`config.mk`:
```
export PLATFORM = sky130hd
export DESIGN_NAME = soc_noc_link_arbiter
export DESIGN_NICKNAME = d
export VERILOG_FILES = /design/src/rtl/soc_noc_arb_pkg.sv /design/src/rtl/soc_noc_arb_skid.sv /design/src/rtl/soc_noc_link_arbiter.sv
export SDC_FILE = /design/constraint.sdc
export NUM_CORES = 1
export LEC_CHECK = 0
export CAP_MARGIN = 25
export CORE_ASPECT_RATIO = 0.5
export CORE_MARGIN = 2
export CORE_UTILIZATION = 36
export DETAILED_ROUTE_END_ITERATION = 6
export MAX_ROUTING_LAYER = met4
export PLACE_DENSITY_LB_ADDON = 0.25
export SKIP_LAST_GASP = 1
export SLEW_MARGIN = 5
export SYNTH_ARGS = -nofsm -noshare
export SYNTH_HDL_FRONTEND = slang
export SYNTH_HIERARCHICAL = 1
export SYNTH_SLANG_ARGS = --single-unit
```
`constraint.sdc`:
```
create_clock -name clk -period 3.95 [get_ports clk]
set_input_delay 0.79 -clock clk [delete_from_list [all_inputs] [get_ports clk]]
set_output_delay 0.79 -clock clk [all_outputs]
set_load 0.03 [all_outputs]
```
`src/rtl/soc_noc_arb_pkg.sv`:
```
// soc_noc_arb_pkg
//   Shared types and helpers for the NoC link arbiter.
//   - arb_state_t : arbiter FSM states (idle / locked on a packet owner)
//   - rr_select   : round-robin pick of the first requester at or after a
//                   pointer, with wrap-around, returned as a one-hot vector
package soc_noc_arb_pkg;

  typedef enum logic {
    ARB_IDLE   = 1'b0,
    ARB_LOCKED = 1'b1
  } arb_state_t;

  // Widest requester vector rr_select can handle; callers zero-extend.
  localparam int unsigned ARB_MAX_REQ = 16;
  localparam int unsigned ARB_IDX_W   = $clog2(ARB_MAX_REQ);

  // req : request vector (bits at and above n are ignored)
  // ptr : search start, must be < n
  // n   : number of live requesters
  function automatic logic [ARB_MAX_REQ-1:0] rr_select(
    input logic [ARB_MAX_REQ-1:0] req,
    input int unsigned            ptr,
    input int unsigned            n
  );
    logic [ARB_MAX_REQ-1:0] gnt;
    logic                   found;
    int unsigned            idx;
    gnt   = '0;
    found = 1'b0;
    for (int unsigned i = 0; i < ARB_MAX_REQ; i++) begin
      // ptr < n, so a single subtraction implements the wrap.
      idx = ptr + i;
      if (idx >= n) idx = idx - n;
      if (i < n && !found && idx < ARB_MAX_REQ && req[idx[ARB_IDX_W-1:0]]) begin
        gnt[idx[ARB_IDX_W-1:0]] = 1'b1;
        found                   = 1'b1;
      end
    end
    return gnt;
  endfunction

endpackage

```
`src/rtl/soc_noc_arb_skid.sv`:
```
// soc_noc_arb_skid
//   Two-entry skid buffer placed on the arbiter output when
//   SOC_NOC_ARB_OUTREG_EN is defined. Outputs come straight from registers
//   and in_ready depends only on the occupancy register, so there is no
//   combinational path from out_ready back to in_ready. Two entries let a
//   push and a pop happen every cycle without bubbles.
//
// Ports
//   clk, rst            clock, asynchronous active-low reset (empties buffer)
//   in_data/valid/ready upstream handshake
//   out_data/valid/ready downstream handshake (out_data is 0 while empty)
module soc_noc_arb_skid #(
  parameter int unsigned W = 33
) (
  input  logic         clk,
  input  logic         rst,
  input  logic [W-1:0] in_data,
  input  logic         in_valid,
  output logic         in_ready,
  output logic [W-1:0] out_data,
  output logic         out_valid,
  input  logic         out_ready
);

  logic [W-1:0] mem [2];
  logic         wr_ptr;
  logic         rd_ptr;
  logic [1:0]   count;
  logic         push;
  logic         pop;

  assign in_ready  = (count != 2'd2);
  assign out_valid = (count != 2'd0);
  assign out_data  = out_valid ? mem[rd_ptr] : '0;
  assign push      = in_valid & in_ready;
  assign pop       = out_valid & out_ready;

  always_ff @(posedge clk or negedge rst) begin
    if (!rst) begin
      wr_ptr <= 1'b0;
      rd_ptr <= 1'b0;
      count  <= 2'd0;
    end else begin
      if (push) wr_ptr <= ~wr_ptr;
      if (pop)  rd_ptr <= ~rd_ptr;
      case ({push, pop})
        2'b10:   count <= count + 2'd1;
        2'b01:   count <= count - 2'd1;
        default: count <= count;
      endcase
    end
  end

  // Storage is not reset; out_data is masked while the buffer is empty.
  always_ff @(posedge clk) begin
    if (push) mem[wr_ptr] <= in_data;
  end

endmodule

```
`src/rtl/soc_noc_link_arbiter.sv`:
```
// soc_noc_link_arbiter
//   Packet-level round-robin arbiter sharing one NoC link between
//   REQUESTERS flit sources. A grant is held from the first flit to the last
//   flit of a packet; packets longer than MAX_PKT_LEN are cut with a forced
//   last flit and flagged on err_overlen / err_src.
//
//   Build option: define SOC_NOC_ARB_OUTREG_EN to register the output
//   through a 2-entry skid buffer (+1 latency, full throughput, no
//   out_ready -> in_ready combinational path). Undefined: pass-through.
//
// Ports
//   clk, rst      clock, asynchronous active-low reset
//   in_flit/last/valid, in_ready   per-source flit interfaces
//   out_flit/last/valid, out_ready link towards the NoC
//   grant         one-hot owner, 0 while idle
//   err_overlen   one-cycle pulse after a forced packet termination
//   err_src       source index of the last forced termination (held)
module soc_noc_link_arbiter
  import soc_noc_arb_pkg::*;
#(
  parameter int unsigned FLIT_WIDTH  = 32,
  parameter int unsigned REQUESTERS  = 3,
  parameter int unsigned MAX_PKT_LEN = 16
) (
  input  logic                                  clk,
  input  logic                                  rst,
  input  logic [REQUESTERS-1:0][FLIT_WIDTH-1:0] in_flit,
  input  logic [REQUESTERS-1:0]                 in_last,
  input  logic [REQUESTERS-1:0]                 in_valid,
  output logic [REQUESTERS-1:0]                 in_ready,
  output logic [FLIT_WIDTH-1:0]                 out_flit,
  output logic                                  out_last,
  output logic                                  out_valid,
  input  logic                                  out_ready,
  output logic [REQUESTERS-1:0]                 grant,
  output logic                                  err_overlen,
  output logic [$clog2(REQUESTERS)-1:0]         err_src
);

  localparam int unsigned IDX_W = $clog2(REQUESTERS);
  localparam int unsigned CNT_W = $clog2(MAX_PKT_LEN);
  localparam logic [IDX_W-1:0] LAST_IDX  = IDX_W'(REQUESTERS - 1);
  localparam logic [CNT_W-1:0] CNT_LIMIT = CNT_W'(MAX_PKT_LEN - 1);

  arb_state_t              state;
  arb_state_t              state_nxt;
  logic [REQUESTERS-1:0]   grant_nxt;
  logic [IDX_W-1:0]        rr_ptr;
  logic [IDX_W-1:0]        rr_ptr_nxt;
  logic [IDX_W-1:0]        owner;
  logic [CNT_W-1:0]        cnt;
  logic [ARB_MAX_REQ-1:0]  rr_pick_full;
  logic                    unused_rr_pick;

  logic                    locked;
  logic                    own_valid;
  logic                    own_last;
  logic [FLIT_WIDTH-1:0]   own_flit;
  logic                    forced_last;
  logic                    link_ready;
  logic                    fire;

  assign rr_pick_full   = rr_select(ARB_MAX_REQ'(in_valid), 32'(rr_ptr), REQUESTERS);
  assign unused_rr_pick = ^rr_pick_full;

  // Owner index from the one-hot grant register.
  always_comb begin
    owner = '0;
    for (int unsigned i = 0; i < REQUESTERS; i++) begin
      if (grant[i]) owner = IDX_W'(i);
    end
  end

  assign locked      = (state == ARB_LOCKED);
  assign forced_last = locked && (cnt == CNT_LIMIT) && !in_last[owner];
  assign own_valid   = locked & in_valid[owner];
  assign own_last    = locked & (in_last[owner] | forced_last);
  assign own_flit    = locked ? in_flit[owner] : '0;
  assign fire        = own_valid & link_ready;
  assign rr_ptr_nxt  = (owner == LAST_IDX) ? '0 : owner + 1'b1;

  // grant is 0 while idle, which also keeps every in_ready low.
  assign in_ready    = grant & {REQUESTERS{link_ready}};

`ifdef SOC_NOC_ARB_OUTREG_EN
  logic [FLIT_WIDTH:0] skid_out;

  // Lock release follows the flit entering the buffer, not leaving it.
  soc_noc_arb_skid #(
    .W(FLIT_WIDTH + 1)
  ) u_skid (
    .clk      (clk),
    .rst      (rst),
    .in_data  ({own_last, own_flit}),
    .in_valid (own_valid),
    .in_ready (link_ready),
    .out_data (skid_out),
    .out_valid(out_valid),
    .out_ready(out_ready)
  );

  assign {out_last, out_flit} = skid_out;
`else
  assign link_ready = out_ready;
  assign out_flit   = own_flit;
  assign out_last   = own_last;
  assign out_valid  = own_valid;
`endif

  // FSM: next state and grant
  always_comb begin
    state_nxt = state;
    grant_nxt = grant;
    case (state)
      ARB_IDLE: begin
        if (|in_valid) begin
          grant_nxt = rr_pick_full[REQUESTERS-1:0];
          state_nxt = ARB_LOCKED;
        end
      end
      ARB_LOCKED: begin
        if (fire && own_last) begin
          grant_nxt = '0;
          state_nxt = ARB_IDLE;
        end
      end
      default: begin
        grant_nxt = '0;
        state_nxt = ARB_IDLE;
      end
    endcase
  end

  // FSM: state register
  always_ff @(posedge clk or negedge rst) begin
    if (!rst) begin
      state <= ARB_IDLE;
      grant <= '0;
    end else begin
      state <= state_nxt;
      grant <= grant_nxt;
    end
  end

  // Packet bookkeeping: flit counter, fairness pointer, error reporting.
  always_ff @(posedge clk or negedge rst) begin
    if (!rst) begin
      rr_ptr      <= '0;
      cnt         <= '0;
      err_overlen <= 1'b0;
      err_src     <= '0;
    end else begin
      err_overlen <= fire & forced_last;
      if (fire) begin
        if (own_last) begin
          cnt    <= '0;
          rr_ptr <= rr_ptr_nxt;
        end else begin
          cnt    <= cnt + 1'b1;
        end
        if (forced_last) err_src <= owner;
      end
    end
  end

endmodule

```
# ---- Word level (Yosys, flattened, before mapping)
# Cells that the tools add are included.
dict set report classes {
  bitwise_logic 9
  eq_ne 4
  n_mux 37
  order_cmp 13
  reduce_logical 18
  addsub 7
}
# cell n
set op_table {}
lappend op_table {{$mux W32} 5}
lappend op_table {{$lt A32 B5 Y1 const B} 3}
lappend op_table {{$bmux W32 S2} 1}
lappend op_table {{$lt A4 B5 Y1 const B} 3}
lappend op_table {{$mux W3} 5}
lappend op_table {{$mux W1} 13}
lappend op_table {{$bmux W1 S4} 3}
lappend op_table {{$demux W1 S4} 3}
lappend op_table {{$ge A4 B1 Y1 const B} 3}
lappend op_table {{$logic_and A1 B1 Y1} 11}
lappend op_table {{$sub A3 B2 Y4 const B} 2}
lappend op_table {{$ge A3 B2 Y1 const B} 2}
lappend op_table {{$or A3 B3 Y3} 2}
lappend op_table {{$pmux W3 S2} 1}
lappend op_table {{$reduce_and A2 Y1} 3}
lappend op_table {{$add A4 B1 Y4 const B} 1}
lappend op_table {{$and A1 B1 Y1} 4}
lappend op_table {{$bmux W1 S2} 2}
lappend op_table {{$eq A4 B4 Y1 const B} 1}
lappend op_table {{$mux W2} 2}
lappend op_table {{$mux W4} 1}
lappend op_table {{$add A2 B1 Y3 const B} 1}
lappend op_table {{$add A2 B2 Y3 const B} 1}
lappend op_table {{$and A3 B3 Y3} 1}
lappend op_table {{12 further kinds} 14}
dict set report totals {
  word_cells 94
  inputBits 105
  output_inout_bits 43
  reg_bits 13
}

# ---- Depth between registers and ports, before layout
# Gate-level depths: netlist of the first run.
dict set report depth {
  ltp_word 16
  mapped_depth 7
  depth_no_buf 6
}

# ---- Worst setup path after synthesis of the first run
# OpenSTA, ideal clock, no wires.
dict set report synth_path {
  path_kind {reg-to-output}
  start {reg grant[1]}
  end {out out_flit[3]}
  path_slack_ns 1.656
  t_required_ns 3.160
  n_path_buf 2
  path_stages_with_launch 6
  arrival_ns 1.504
  path_cell_list {dfrtp_1 buf_6 buf_2 mux2i_1 o21ai_0 and2_1}
}
dict set report synth_via {
  elab_chain_len 5
}
# element line
set synth_lines {}
lappend synth_lines {{from (decl)} soc_noc_link_arbiter.sv:35} ;# output logic [REQUESTERS-1:0] grant,
lappend synth_lines {{from (signal assigned)} soc_noc_link_arbiter.sv:141} ;# grant <= grant_nxt;
lappend synth_lines {{$mux W1} soc_noc_link_arbiter.sv:70} ;# if (grant[i]) owner = IDX_W'(i);
lappend synth_lines {{$mux W2} soc_noc_link_arbiter.sv:70}
lappend synth_lines {{$bmux W32 S2} soc_noc_link_arbiter.sv:78} ;# assign own_flit = locked ? in_flit[owner] : '0;
lappend synth_lines {{$mux W32 (not written as such)} soc_noc_link_arbiter.sv:78}
lappend synth_lines {{$mux W32} soc_noc_link_arbiter.sv:78}
lappend synth_lines {{to (decl)} soc_noc_link_arbiter.sv:31} ;# output logic [FLIT_WIDTH-1:0] out_flit,
# No other way between the ends. The select of a mux whose other input is x is not followed.

# ---- Worst setup path after layout of the first run
dict set report layout_path {
  start {in in_valid[1]}
  end {out out_valid}
}
dict set report layout_via {
  elab_chain_len 3
}
# element line
set layout_lines {}
lappend layout_lines {{from (decl)} soc_noc_link_arbiter.sv:29} ;# input logic [REQUESTERS-1:0] in_valid,
lappend layout_lines {{$bmux W1 S2} soc_noc_link_arbiter.sv:76} ;# assign own_valid = locked & in_valid[owner];
lappend layout_lines {{$mux W1 (not written as such)} soc_noc_link_arbiter.sv:76}
lappend layout_lines {{$and A1 B1 Y1} soc_noc_link_arbiter.sv:76}
lappend layout_lines {{to (decl)} soc_noc_link_arbiter.sv:33} ;# output logic out_valid,
# No other way between the ends. The select of a mux whose other input is x is not followed.

==> results.cfg, run 1 <==
[status]
run_status = finished, final reports clean

[die]
fp.dieH_um = 54.6
rows = 18
chip_width_um = 105
i_o_pin_count = 148
core_um2 = 4930
start_util_pct = 37.4
design.die.area_um2 = 5750

[pwr]
pwr-share-comb_pct = 83.2
seq_power_share_pct = 12.0
internal_power_mw = 1.19
irDropWorstVdd_uv = 425
p_clk_share_pct = 4.8
power.static_leakage_nw = 1.39
net-switching-power_mw = 1.25
power_density_relative_to_cell_area_nw_per_um2 = 714
netSwitchingFraction_pct = 51.2

[global_routing]
grt_pass1_wl_um = 9290
grt_pass1_vias = 1939
global_route.overflow_total = 0
grt_antenna_before_repair = 0
gr-usage-all-layers_pct = 20.7
grt_start_max_net_pins = 77

[worst_hold_path]
min-delay-path-class = register to register
whs_endpoint = err_src[0]
min_from = err_src[0]
min_delay_path_depth = 1

[sta]
period_share_pct = 82.4
tightestPinTransition_ns = 0.723
timing.max_slew.rel_slack_pct = 51.8
holdWs_ns = 0.492
timing.clock.skew_ns = 0.00282
post-route-worst-setup-slack_ns = 0.696
final_hold_viol_count = 0
fmax_mhz = 307
maxSlewViolCount = 0
grt_setup_unrepaired = false
layout_min_cycle_time_ns = 3.25
final.setup.tns_ns = 0
setup_violating_endpoint_count_in_the_final_report = 0

[clock_network]
clkTransAtPathRegs_ns = 0.05
clk_root_buffer_cell = clkbuf_8
h-tree-depth = 1
post_cts_resized = 0
cts_buffers = 3
ctsLongestPathBuffers = 2
clk_latency_ns = 0.24
postcts_setup_bufs = 0
post_cts_hold_buffer_count = 0
tritoncts = built
clock_sinks = 13

[logic_synthesis]
yosys_warnings = 6
syn_area_um2 = 1850
post_synth_fa_ha_maj_area_fraction_pct = 4.75
yosys-mux-area-fraction_pct = 22.3
synthesis.instances = 243
synth_compound_area_share_pct = 20.3
synth_simple_gate_area_share_pct = 29.3
number_of_register_bits_inferred_by_synthesis = 13
syn_avg_cell_area_um2 = 7.59
synthesis.nets = 355
seq_area_frac_synth_pct = 17.6
synth_top_family_by_area = simple AND/OR/NAND/NOR gates
xor_xnor_fraction_of_synth_area_pct = 0
synth_cell_types = 42

[placement]
hpwl_dp_um = 4940
portBuffers = 147
global_placement_routability_congestion = 0.797
dpl_worst_slack_ns = 0.718

[critical_path]
slowest_stage_cell_on_the_critical_path = clkdlybuf4s50_1
cpLargestDelayFamily = buffers and inverters
reg_to_reg_startpoint = locked
crit_top_cell = clkdlybuf4s50_1
crit_path_start_kind = primary input
rrSetupSlack_ns = 1.69
crit_required_ns = 3.16
setup.worst_path.class = primary input to output pin
critPathMaxStageDelay_ns = 0.61
cp_cell_sequence = clkdlybuf4s50_1 > mux2_2 > o211a_1 > clkdlybuf4s50_1
crit_path_max_fanout = 6
timing.critical_path.buf_inv = 2
r2r-end = rr_ptr[1]
setup.worst_path.end_class = output pin
worstPathArrival_ns = 2.46
reg2reg_depth = 4

[detailed_routing]
wire_per_inst_um = 14.4
drt_wl_total_um = 6450
first_iter_violations = 74
ant_nets = 0
detailed_route_drc_error_count = 0
drt_pre_antenna_iters = 4
detail_route.vias_per_cell = 5.06
detailroute.via_count = 2265

[cells_and_area]
finalCoreUtilization_pct = 69.1
synthToLayoutAreaGrowth_pct = 84.7
drive_gt1_share_pct = 5.03
fill_cells = 400
num_antenna_cells = 0
fin_nets = 491

[run]
maxCapViolCount = 0
Yosys cell counts:
library cell  count  share of area (%)
nand3b_1          1               0.41
a21oi_1           2               0.54
a22o_1            1               0.47
nor3_1            3               0.81
o21a_1            1               0.41
clkbuf_1         11                2.2
o2111ai_2         1               0.81
a32oi_1           2               0.95
a32o_1            1               0.54
o211a_1           1               0.54
or4_1             1               0.41
buf_6             1               0.61
nor2b_1           2               0.68
buf_4             1               0.41
o31ai_1           2               0.81
a222oi_1          1               0.54
a21o_1            2               0.81
o221ai_1          1               0.47
nor3_4            1               0.88
nor2_1            1               0.20
nand2b_1          6                2.0
mux2_1            2                1.2
mux2_4            1               0.81
a21boi_0          1               0.41
inv_1             4               0.81
dfrtp_1          13                 18
o21ai_0          39                 11
and2_1           36                 12
or4bb_1           1               0.61
ha_1              7                4.7
a2bb2oi_1         1               0.47
nand3_1           3               0.81
o221a_2           1               0.61
nand4_1           2               0.68
mux2i_1          34                 18
buf_2             6                1.6
a211o_1           2               0.95
nand2_1          38                7.7
mux2_2            3                1.8
or2_2             4                1.4
o211ai_1          1               0.41
nor4b_1           1               0.47
cell type report:
type | count | area (um2) | area share, %
Timing Repair Buffer | 150 | 1520 | 44.6
Tap cell | 70 | 87.6 | 2.57
Sequential cell | 13 | 328 | 9.61
Inverter | 4 | 15.0 | 0.440
Multi-Input combinational cell | 207 | 1420 | 41.5
Clock buffer | 4 | 45.0 | 1.32
cell usage in the layout, fill, tap and decap left out, types with 4 or more instances in the layout:
cell             instances
clkdlybuf4s50_1        147
o21ai_0                 39
nand2_1                 38
and2_1                  36
mux2i_1                 34
dfrtp_1                 11
ha_1                     7
nand2b_1                 6
inv_1                    4
or2_2                    4
worst max path at each step:
stage	from	to	slack (ns)	cells after the start
final	in_valid[1]	out_valid	0.70	4
after global routing	in_valid[1]	out_valid	0.69	4
after CTS	grant[1]	out_valid	0.55	3
after detailed placement	in_valid[1]	out_valid	0.72	4
after global placement	in_valid[1]	out_valid	0.75	4
after floorplan	grant[1]	out_flit[3]	1.66	5
flip-flops by register name (all words and copies together), names as in the netlist:
| register | cells |
|---|---|
| cnt | 4 |
| grant | 3 |
| err_src | 2 |
| rr_ptr | 2 |
| err_overlen | 1 |
| locked | 1 |
through the flow:
| stage | instances | total power, mW | cell area (um2) |
|---|---|---|---|
| after floorplan | 243 | 1.58 | 1850 |
| after global placement | 442 | 2.24 | 3320 |
| after detailed placement | 442 | 2.28 | 3320 |
| after CTS | 446 | 2.41 | 3370 |
| after global routing | 448 | 2.60 | 3410 |
| final | 448 | 2.44 | 3410 |
worst reg2reg max path, stage by stage, from the launching register on:
cell	delay, ns
dfrtp_1	0.68
buf_4	0.32
o2111ai_2	0.39
or2_2	0.47
mux2_2	0.29
metal layers:
| metal | GRT usage (%) | vias to the layer above | routed length (um) | share of wire (%) |
|---|---|---|---|---|
| met5 | - | - | 0 | 0 |
| met4 | 6.89 | 0 | 159 | 2.5 |
| li1 | - | 1128 | - | - |
| met2 | 35.5 | 85 | 3180 | 49 |
| met3 | 4.29 | 20 | 445 | 6.9 |
| met1 | 25.1 | 1032 | 2660 | 41 |
cell families (layout without fill, tap and decap cells):
| kind of cell | count (synthesis) | in the layout |
|---|---|---|
| multiplexers | 40 | 40 |
| AND/OR/NAND/NOR | 100 | 100 |
| buffers and inverters | 23 | 158 |
| adder cells (fa/ha/maj) | 7 | 7 |
| AO/OA/AOI/OAI | 60 | 60 |
| flip-flops | 13 | 13 |
power by group through the flow:
stage          Clock [mW]  Sequential, mW  Combinational [mW]
2_1_floorplan           0           0.269                1.31
3_3_place_gp            0           0.426                1.81
3_5_place_dp            0           0.434                1.85
4_1_cts             0.118           0.433                1.86
5_1_grt             0.122           0.305                2.17
6_report            0.116           0.292                2.03
(Power assumes the default switching activity.)
==> run 2: changes to the inputs <==
CORE_UTILIZATION = 30   (was 36)
clock period = 2.6 ns   (was 3.95 ns; I/O delays follow)
==> run 2 against run 1 <==
Effect of this change: register-to-register slack got worse by 1.3 ns; non-clock buffer count increased by 10; worst setup slack worse by 0.65 ns; wire length is essentially flat; final cell count grew 3.8%; die area is 19% higher; via count fell by 0.71%; clock skew is 0.0017 ns lower; power up 53%; critical path type unchanged.
==> results.cfg, run 2 (same netlist as run 1, synthesis figures left out) <==
[clock_network]
tritoncts = built
post_cts_hold_buffer_count = 0
postcts_setup_bufs = 0
h-tree-depth = 1
clk_root_buffer_cell = clkbuf_16
clock_sinks = 13
cts_buffers = 3
post_cts_resized = 0
clk_latency_ns = 0.24
ctsLongestPathBuffers = 2
clkTransAtPathRegs_ns = 0.04

[pwr]
seq_power_share_pct = 12.1
netSwitchingFraction_pct = 51.3
power.static_leakage_nw = 1.48
power.total_mw = 3.73
net-switching-power_mw = 1.91
power_density_relative_to_cell_area_nw_per_um2 = 1090
pwr-share-comb_pct = 80.0
internal_power_mw = 1.82
p_clk_share_pct = 7.8
irDropWorstVdd_uv = 589

[critical_path]
setup.worst_path.end_class = output pin
setup.worst_path.class = primary input to output pin
worstPathArrival_ns = 2.04
crit_path_start_kind = primary input
crit_path_max_fanout = 3
crit_required_ns = 2.08

[global_routing]
grt_pass1_wl_um = 9850
gr-usage-all-layers_pct = 18.5
grt_pass1_vias = 2126
grt_start_max_net_pins = 28
grt_antenna_before_repair = 0
global_route.overflow_total = 0

[sta]
tightestPinTransition_ns = 0.632
timing.max_slew.rel_slack_pct = 57.8
maxSlewViolCount = 0
fmax_mhz = 391
grt_setup_unrepaired = false
holdWs_ns = 0.497
period_share_pct = 98.3
final_hold_viol_count = 0
timing.clock.skew_ns = 0.00117
final.setup.tns_ns = 0
setup_violating_endpoint_count_in_the_final_report = 0
layout_min_cycle_time_ns = 2.56

[cells_and_area]
synthToLayoutAreaGrowth_pct = 85.7
drive_gt1_share_pct = 15.2
largest_register_ffs = 4
largest_register = cnt
fin_nets = 501
fill_cells = 565
layout_common_cells = 117 x clkdlybuf4s50_1, 43 x buf_4, 39 x o21ai_0
most_common_library_cell_in_the_layout_ignoring_fill_and_taps = clkdlybuf4s50_1
largest_registers = cnt x4, grant x3
num_antenna_cells = 0

[run]
maxCapViolCount = 0

[die]
i_o_pin_count = 148
chip_width_um = 115
start_util_pct = 30.7
design.die.area_um2 = 6830
fp.dieH_um = 59.5
rows = 20
core_um2 = 6010

[detailed_routing]
wire_per_inst_um = 13.9
ant_nets = 0
drt_wl_total_um = 6450
detailroute.via_count = 2249
drt_pre_antenna_iters = 4
first_iter_violations = 47
detail_route.vias_per_cell = 4.84
detailed_route_drc_error_count = 0

[worst_hold_path]
min-delay-path-class = register to register

[placement]
hpwl_dp_um = 5260
global_placement_routability_congestion = 0.933
portBuffers = 147

[status]
run_status = finished, final reports clean
## run 2: cell types whose count changed in the layout (fill, tap and decap cells not counted)
cell,previous run,this run
clkbuf_16,0,3
clkbuf_8,3,0
buf_4,1,43
buf_12,2,0
clkdlybuf4s50_1,147,117
## run 2: final timing paths
check                      startpoint    endpoint  slack [ns]  depth (start not counted)
min                        err_src[0]  err_src[0]        0.50                          1
min in group asynchronous         rst      cnt[3]        0.64                          1
max in group asynchronous         rst    grant[1]        1.56                          1
max                        in_last[0]    out_last        0.04                          4
max reg2reg                 rr_ptr[1]    grant[2]        0.41                          6
min reg2reg                err_src[0]  err_src[0]        0.50                          1
## run 2: metrics by stage
step | instance area, um2 | util (%) | setup slack, ns | cells
after floorplan | 1850 | - | 0.576 | 243
final | 3430 | 57.1 | 0.0432 | 465
after CTS | 3430 | 57.1 | 0.0304 | 465
after global placement | 3350 | 55.8 | 0.0402 | 461
after global routing | 3430 | 57.1 | 0.00202 | 465
after detailed placement | 3350 | 55.8 | 0.0356 | 461
## run 2: layout make-up
cell class	count	area [um2]	share of cell area [%]
Sequential cell	13	328	9.57
Inverter	4	15.0	0.438
Multi-Input combinational cell	207	1420	41.3
Clock buffer	4	78.8	2.30
Tap cell	77	96.3	2.81
Timing Repair Buffer	160	1490	43.6
## run 2: power by group through the flow
| stage | combinational (mW) | clock (mW) | sequential (mW) |
|---|---|---|---|
| after floorplan | 1.99 | 0 | 0.409 |
| after global placement | 2.94 | 0 | 0.454 |
| after detailed placement | 2.99 | 0 | 0.459 |
| after CTS | 3.01 | 0.293 | 0.458 |
| after global routing | 3.21 | 0.309 | 0.478 |
| final | 2.99 | 0.292 | 0.454 |
## run 2: per-layer routing
layer | part of all wire [%] | GRT usage (%) | vias to the layer above | wire length (um)
met5 | 0 | - | - | 0
met4 | 1.6 | 4.82 | 0 | 104
met3 | 4.9 | 2.76 | 10 | 314
met2 | 54 | 37.1 | 61 | 3500
met1 | 39 | 19.2 | 1036 | 2530
li1 | - | - | 1142 | -
## run 2: critical path, cell delays in order
cell,delay (ns)
clkdlybuf4s50_1,0.40
mux2_4,0.29
a22o_1,0.23
clkdlybuf4s50_1,0.60
==> run 3: changes to the inputs <==
MAX_ROUTING_LAYER = not set   (was met4)
==> run 3 against run 2 <==
Effect of this change: clock skew decreased by 0.00075 ns; global-route usage decreased by 0.60 points; final cell count unchanged; sequential share of layout area unchanged; power about the same; register-to-register slack about the same; core utilization unchanged; clock-buffer cell count unchanged; die area unchanged; worst setup slack got worse by 0.00060 ns; first-iteration DRC count increased by 26%; non-clock buffer count unchanged.
==> results.cfg, run 3 (same netlist as run 1, synthesis figures left out) <==
[clock_network]
h-tree-depth = 1
postcts_setup_bufs = 0
clkTransAtPathRegs_ns = 0.04
ctsLongestPathBuffers = 2
cts_buffers = 3
post_cts_resized = 0
tritoncts = built
post_cts_hold_buffer_count = 0
clk_latency_ns = 0.24
clock_sinks = 13
clk_root_buffer_cell = clkbuf_16

[sta]
setup_violating_endpoint_count_in_the_final_report = 0
fmax_mhz = 391
grt_setup_unrepaired = false
holdWs_ns = 0.497
post-route-worst-setup-slack_ns = 0.0426
final_hold_viol_count = 0
timing.clock.skew_ns = 0.000416
layout_min_cycle_time_ns = 2.56
maxSlewViolCount = 0
period_share_pct = 98.4
timing.max_slew.rel_slack_pct = 55.6
tightestPinTransition_ns = 0.666
final.setup.tns_ns = 0

[critical_path]
rrSetupSlack_ns = 0.40
crit_path_max_fanout = 3
setup.worst_path.end_class = output pin
r2r-end = grant[0]
setup.worst_path.class = primary input to output pin
crit_required_ns = 2.08
crit_path_start_kind = primary input
reg2reg_depth = 6
worstPathArrival_ns = 2.04
reg_to_reg_startpoint = rr_ptr[1]

[global_routing]
grt_pass1_wl_um = 9830
gr-usage-all-layers_pct = 17.9
grt_pass1_vias = 2124
grt_antenna_before_repair = 0
global_route.overflow_total = 0
grt_start_max_net_pins = 28

[pwr]
power.static_leakage_nw = 1.48
power.total_mw = 3.73
irDropWorstVdd_uv = 589
power_density_relative_to_cell_area_nw_per_um2 = 1090

[cells_and_area]
num_antenna_cells = 0
fin_area_um2 = 3430
most_common_library_cell_in_the_layout_ignoring_fill_and_taps = clkdlybuf4s50_1
drive_gt1_share_pct = 15.2
fill_cells = 565
largest_registers = cnt x4, grant x3
fin_nets = 501
finalNonFillerCells = 465
finalCoreUtilization_pct = 57.1
layout_common_cells = 117 x clkdlybuf4s50_1, 43 x buf_4, 39 x o21ai_0
largest_register = cnt
largest_register_ffs = 4
synthToLayoutAreaGrowth_pct = 85.7

[die]
rows = 20
core_um2 = 6010
design.die.area_um2 = 6830
i_o_pin_count = 148
start_util_pct = 30.7
fp.dieH_um = 59.5
chip_width_um = 115

[detailed_routing]
drt_pre_antenna_iters = 4
detail_route.vias_per_cell = 4.82
drt_wl_total_um = 6470
first_iter_violations = 59
detailroute.via_count = 2240
wire_per_inst_um = 13.9
detailed_route_drc_error_count = 0
ant_nets = 0

[worst_hold_path]
whs_endpoint = err_src[0]
min_from = err_src[0]
min_delay_path_depth = 1
min-delay-path-class = register to register

[placement]
hpwl_dp_um = 5260
detailed_place.area_um2 = 3350
placedCellCount = 461
dpl_worst_slack_ns = 0.0356
global_placement_routability_congestion = 0.917
portBuffers = 147

[status]
run_status = finished, final reports clean

[run]
maxCapViolCount = 0
## run 3: worst max-delay path by stage
stage / start / slack, ns / endpoint / cells after the start
floorplan: grant[1] / 0.58 / out_flit[3] / 5
global placement: in_valid[0] / 0.04 / out_valid / 4
detailed placement: in_valid[1] / 0.04 / out_valid / 4
CTS: in_valid[1] / 0.03 / out_valid / 4
global route: in_valid[1] / 0.002 / out_valid / 4
finish: in_last[0] / 0.04 / out_last / 4
## run 3: worst max-delay path, stage by stage
cell and delay, ns:
clkdlybuf4s50_1 0.40, mux2_4 0.29, a22o_1 0.23, clkdlybuf4s50_1 0.60
## run 3: where the power goes
part	internal, mW	switching (mW)
combinational	1.32	1.66
clock	0.207	0.0843
sequential	0.287	0.168
## run 3: area by class of cell
| class | count | area (um2) | area share (%) |
|---|---|---|---|
| Timing Repair Buffer | 160 | 1490 | 43.6 |
| Multi-Input combinational cell | 207 | 1420 | 41.3 |
| Sequential cell | 13 | 328 | 9.57 |
| Tap cell | 77 | 96.3 | 2.81 |
| Clock buffer | 4 | 78.8 | 2.30 |
| Inverter | 4 | 15.0 | 0.438 |
## run 3: per-layer routing
metal / vias to the layer above / wire [um] / GRT usage (%) / share of wire [%]
li1: 1143 / - / - / -
met1: 1024 / 2540 / 19.1 / 39
met2: 63 / 3510 / 37.1 / 54
met3: 10 / 324 / 2.86 / 5.0
met4: 0 / 106 / 4.82 / 1.6
met5: - / 0 / 0 / 0
